### src/rtl/signal_count_gen.sv
// rtl/signal_count_gen.sv - rotating lane pattern generator with ramp-up and valid/ready handshake
module signal_count_gen (
  input  logic       clk,
  input  logic       rst_n,
  input  logic       in_valid,
  output logic       in_ready,
  input  logic [2:0] count,
  input  logic       clr,
  output logic       a,
  output logic       b,
  output logic       c,
  output logic       d,
  output logic       out_valid,
  input  logic       out_ready,
  output logic       busy,
  output logic       err
);

  typedef enum logic [1:0] {IDLE, RAMP, PRESENT} state_t;

  state_t     state, state_n;
  logic [1:0] ptr, ptr_n;
  logic [2:0] cnt, cnt_n;
  logic [2:0] step, step_n;
  logic [3:0] lanes, lanes_n;
  logic       err_n;
  logic [1:0] sel;

  always_ff @(posedge clk or negedge rst_n) begin
    if (!rst_n) begin
      state <= IDLE;
      ptr   <= 2'd0;
      cnt   <= 3'd0;
      step  <= 3'd0;
      lanes <= 4'd0;
      err   <= 1'b0;
    end else begin
      state <= state_n;
      ptr   <= ptr_n;
      cnt   <= cnt_n;
      step  <= step_n;
      lanes <= lanes_n;
      err   <= err_n;
    end
  end

  // Lane to set this edge: rotation start plus number of lanes already set, mod 4.
  assign sel = ptr + step[1:0];

  always_comb begin
    state_n = state;
    ptr_n   = ptr;
    cnt_n   = cnt;
    step_n  = step;
    lanes_n = lanes;
    err_n   = 1'b0;
    case (state)
      IDLE: begin
        if (!clr && in_valid) begin
          if (count > 3'd4) begin
            err_n = 1'b1;
          end else begin
            cnt_n   = count;
            step_n  = 3'd0;
            state_n = RAMP;
          end
        end
      end
      RAMP: begin
        if (clr) begin
          lanes_n = 4'd0;
          state_n = IDLE;
        end else if (cnt == 3'd0) begin
          state_n = PRESENT;
        end else begin
          lanes_n[sel] = 1'b1;
          step_n       = step + 3'd1;
          if (step + 3'd1 == cnt) state_n = PRESENT;
        end
      end
      PRESENT: begin
        if (clr) begin
          lanes_n = 4'd0;
          state_n = IDLE;
        end else if (out_ready) begin
          lanes_n = 4'd0;
          ptr_n   = ptr + 2'd1;
          state_n = IDLE;
        end
      end
      default: state_n = IDLE;
    endcase
  end

  assign in_ready  = (state == IDLE);
  assign out_valid = (state == PRESENT);
  assign busy      = (state != IDLE);
  assign a         = lanes[0];
  assign b         = lanes[1];
  assign c         = lanes[2];
  assign d         = lanes[3];

endmodule
### config.mk
export PLATFORM = sky130hd
export DESIGN_NAME = signal_count_gen
export DESIGN_NICKNAME = d
export VERILOG_FILES = /design/src/rtl/signal_count_gen.sv
export SDC_FILE = /design/constraint.sdc
export NUM_CORES = 1
export LEC_CHECK = 0
export CORE_UTILIZATION = 45
export DETAILED_ROUTE_END_ITERATION = 16
export PLACE_DENSITY = 0.69
export REMOVE_ABC_BUFFERS = 1
export SLEW_MARGIN = 20
export SYNTH_ARGS = -nofsm -noshare
export SYNTH_HDL_FRONTEND = slang
export SYNTH_SLANG_ARGS = --single-unit
### constraint.sdc
create_clock -name clk -period 3.75 [get_ports clk]
set_clock_uncertainty 0.2 [all_clocks]
set_input_delay 1.125 -clock clk [delete_from_list [all_inputs] [get_ports clk]]
set_output_delay 1.125 -clock clk [all_outputs]
set_load 0.03 [all_outputs]
### Word level (Yosys, flattened, before mapping)

Cells that the tools add are included.

| storage, ports and cells | value |
|---|---|
| memories | 0 |
| bits in latches | 0 |
| register bits | 15 |
| output and inout port bits | 8 |
| bits in read-only memories | 0 |
| memory bits (writable) | 0 |
| input port bits | 8 |

| operators by class | value |
|---|---|
| shift-type cells | 0 |
| div/mod/pow operators | 0 |
| reductions and logical operators | 13 |
| multipliers | 0 |
| add/sub/neg operators | 3 |
| equality and inequality tests | 10 |
| mux-type cells | 23 |
| bitwise logic cells | 3 |
| $lt $le $gt $ge | 3 |

Operators with widths:

| kind | count |
|---|---|
| 2-to-1 mux 4 bit | 4 |
| 2-to-1 mux 2 bit | 7 |
| 2-to-1 mux 3 bit | 4 |
| AND reduction 3 bit | 3 |
| one-hot mux 4 bit (2 select lines) | 1 |
| != test 2 bit (second input constant) | 3 |
| one-hot mux 2 bit (3 select lines) | 1 |
| one-hot mux 3 bit (2 select lines) | 1 |
| nonzero test 2 bit | 3 |
| AND reduction 5 bit | 1 |
| 2-to-1 mux 1 bit | 4 |
| != test 4 bit (second input constant) | 1 |
| bitwise OR 4 bit | 1 |
| AND reduction 4 bit | 1 |
| adder 3 x 1 -> 3 bit (second input constant) | 1 |
| == test 3 bit | 1 |
| greater-than comparator 3 bit (second input constant) | 1 |
| logical NOT 3 bit | 1 |
| less-than comparator 2 x 3 -> 1 bit (second input constant) | 1 |
| != test 3 x 2 -> 1 bit (second input constant) | 1 |
| != test 3 bit (second input constant) | 1 |
| adder 2 x 1 -> 2 bit (second input constant) | 1 |
| adder 2 bit | 1 |
| demux 1 bit (select 2 bit) | 1 |
| other kinds (8) | 10 |

### Longest topological paths before layout

| depth | value |
|---|---|
| word-level depth | 9 |
| depth in mapped cells | 4 |
| mapped depth without buffers | 4 |

### Least setup slack after synthesis

Ideal clock, no wire load.

| timing | value |
|---|---|
| kind | input-to-reg |
| from | input count[0] |
| to | register cnt[0] |
| data arrival time | 2.032 ns |
| buffers on the path | 0 |
| path slack | 1.393 ns |
| stages | 3 |
| cell sequence | o21ai_0 > nor3b_4 > mux2_2 |

| between the ends | value |
|---|---|
| cells in the longest elaborated chain, start to end | 3 |

RTL lines:

| item | RTL line | source |
|---|---|---|
| start, declared | 7 | `input logic [2:0] count,` |
| greater-than comparator 3 bit | 60 | `if (count > 3'd4) begin` |
| NOT 1 bit (no source line) | -- |  |
| AND reduction 3 bit (no source line) | -- |  |
| end signal, assigned | 40 | `cnt <= cnt_n;` |
| end, declared | 23 | `logic [2:0] cnt, cnt_n;` |

Several ways; a longest one is shown, not always the timed one.
A chain may end at the register's enable or synchronous reset.

### Final worst setup path

| timing | value |
|---|---|
| from | register state[1] |
| to | output in_ready |

| between the ends | value |
|---|---|
| cells in the longest elaborated chain, start to end | 1 |

RTL lines:

| item | RTL line | source |
|---|---|---|
| start, declared | 21 | `state_t state, state_n;` |
| start signal, assigned | 38 | `state <= state_n;` |
| logical NOT 2 bit | 95 | `assign in_ready = (state == IDLE);` |
| end, declared | 6 | `output logic in_ready,` |

Every way passes these cells.

==> flow_metrics.py <==
metrics = {
    "clock_network": {
        "numCtsBuffers": 3,
        "clockBufferDepth": 2,
        "hold_buffers": 0,
        "cts_tree": "built",
        "post-cts-setup-buffers": 0,
        "cts_sinks": 15,
        "root_buffer": "clkbuf_4",
        "ctsResizeCount": 0,
        "h-tree-depth": 1,
        "insertion_delay_ns": 0.29,
        "clkSlewWorstSetupHoldPaths_ns": 0.08,
    },
    "placement": {
        "dp_cells": 107,
        "dp_hpwl_mm": 1.10,
        "gp_congestion": 0.719,
        "portBuffers": 15,
        "preCtsSetupSlack_ns": 0.807,
    },
    "yosys": {
        "synth_area_per_cell_um2": 12.1,
        "ys_types": 33,
        "ys_ff_latch": 15,
        "synthFlopType": "dfrtp_1",
        "syn_inst": 68,
        "syn_area_um2": 821,
        "ys_warn_count": 0,
        "synth_edf_count": 0,
        "yosysSeqAreaShare_pct": 45.7,
        "async_flop_share_pct": 100,
    },
    "die": {
        "initial_core_util_pct": 47.5,
        "core_mm2": 0.00173,
        "die_height_um": 44.7,
        "die_width_um": 44.7,
        "rows": 15,
        "fp.dieArea_mm2": 0.00200,
        "ios": 16,
    },
    "timing": {
        "tightest_slew_ns": 0.667,
        "post-route-period-util_pct": 82.6,
        "fmax_mhz": 323,
        "period_minus_slack_ns": 3.10,
        "max_slew_margin_pct": 55.4,
        "hold_ws_ns": 0.304,
        "rsz0062_at_grt": "false",
        "setup_ws_ns": 0.652,
        "fin_setup_tns_ns": 0,
        "drv_slew": 0,
        "finalHoldViolCount": 0,
        "finalSetupViolations": 0,
    },
    "worst_setup_path": {
        "cp_max_fo": 6,
        "worst-path-buf-inv": 2,
        "cp_top_family": "buffers and inverters",
        "r2r_setup_slack_ns": 1.93,
        "end_kind": "primary output",
        "cp-start-kind": "flop",
        "reg2reg_from": "step[0]",
        "r2r_end": "state[0]",
        "worst_ep_required_time_ns": 2.42,
        "crit_arrival_ns": 1.77,
        "slowest_stage": "clkdlybuf4s50_1",
        "worst-setup-path-type": "flop to primary output",
        "ff2ff_path_depth": 4,
        "path_cells": "or2_4, inv_1, clkdlybuf4s50_1",
        "worst_path_largest_cell_delay_ns": 0.67,
    },
    "global_routing": {
        "use_met3_pct": 2.80,
        "antenna_found_initial": 0,
        "overflow": 0,
        "grt_max_degree": 16,
        "grt-busiest-layer": "met1",
        "grt_use_met1_pct": 26.5,
        "grt_pass1_vias": 514,
        "grt_usage_pct": 17.4,
        "grt_use_met2_pct": 22.6,
        "grt_pass1_wl_mm": 2.40,
    },
    "pwr": {
        "p_total_w": 0.000719,
        "leakage_nw": 0.452,
        "irDropWorstVdd_uv": 428,
        "power_density_mw_per_mm2": 707,
    },
    "layout": {
        "multi_input_area_um2": 427,
        "final_cell_mix": "15 x dfrtp_1, 15 x clkdlybuf4s50_1, 5 x nor2_1",
        "finalNonFillerCells": 111,
        "final_layout_size_suffix_gt1_share_pct": 11.6,
        "fillers": 156,
        "nets": 97,
        "antenna-diode-count": 0,
        "final-seq-area_um2": 375,
        "areaGrowthSynthToFinish_pct": 23.9,
    },
    "drt": {
        "ant_nets": 0,
        "vias": 593,
        "viasPerCell": 5.34,
        "drt-wirelength-per-cell_um": 13.4,
        "routed_wl_mm": 1.48,
        "drt_iter0_drc": 21,
        "drc": 0,
        "dr.pass1.iters": 4,
    },
    "hold_path": {
        "worstHoldStart": "ptr[0]",
        "min_to": "ptr[0]",
        "min_path_type": "flop to flop",
        "hold-path-cell-count": 1,
    },
    "run": {
        "cap_violations": 0,
    },
    "outcome": {
        "status": "complete, no violations",
    },
}
-- through the flow --
stage                     area (um2)  util, %
after floorplan                  810        -
after global placement           991     57.4
after detailed placement         991     57.4
after CTS                       1020     58.9
after global routing            1020     58.9
final                           1020     58.9
-- layer usage --
metal	routed length, um	share of wire, %
met2	645	43
met5	0	0
met1	727	49
met3	71	4.8
met4	40	2.7
-- kinds of logic (layout without fill, tap and decap cells) --
logic type	Yosys count	in the layout	synth area share (%)
simple gates	23	23	18.6
compound gates	15	15	13.4
flops	15	15	45.7
xor+xnor	7	7	12.8
mux	3	3	4.12
buf+inv	3	21	2.29
fa+ha+maj	2	2	3.05
-- how the worst max path moves through the flow --
stage / depth (start not counted) / start / slack [ns] / end
5_1_grt: 3 / state[1] / 0.58 / in_ready
2_1_floorplan: 3 / count[0] / 1.39 / cnt[0]
6_report: 3 / state[1] / 0.65 / in_ready
3_3_place_gp: 4 / clr / 0.79 / cnt[2]
4_1_cts: 3 / state[1] / 0.64 / in_ready
3_5_place_dp: 4 / clr / 0.81 / cnt[0]
-- Yosys cell counts (2+ instances only) --
| cell | count | share of area (%) |
|---|---|---|
| nor3b_1 | 2 | 1.8 |
| a21oi_1 | 2 | 1.2 |
| xor3_1 | 2 | 5.8 |
| dfrtp_1 | 15 | 46 |
| nand2_1 | 2 | 0.91 |
| a31oi_1 | 4 | 3.0 |
| mux2_2 | 3 | 4.1 |
| nor3_1 | 3 | 1.8 |
| ha_1 | 2 | 3.0 |
| xor2_1 | 2 | 2.1 |
| xnor2_1 | 2 | 2.1 |
| a41oi_1 | 2 | 2.1 |
| nand2b_1 | 2 | 1.5 |
| nor2_1 | 5 | 2.3 |
| inv_1 | 2 | 0.91 |
-- sequential cells by signal, indices dropped and copies added, names as in the netlist --
signal / cells
lanes: 4
step: 3
ptr: 2
state: 2
err: 1
cnt: 3
-- area by class of cell --
cell class / count / area share (%)
well taps: 25 / 3.08
clock buffers: 4 / 2.58
flip-flops and latches: 15 / 36.9
inverters: 2 / 0.738
repair buffers: 15 / 14.8
multi-input cells: 50 / 41.9
-- power by group --
group	switching, W	total [W]	internal (W)	leakage (nW)
clock	0.0000530	0.0000944	0.0000414	0.0150
sequential	0.0000495	0.000264	0.000215	0.193
combinational	0.000179	0.000361	0.000182	0.244
total	0.000281	0.000719	0.000438	0.452
Power figures use the tool's default switching activity.
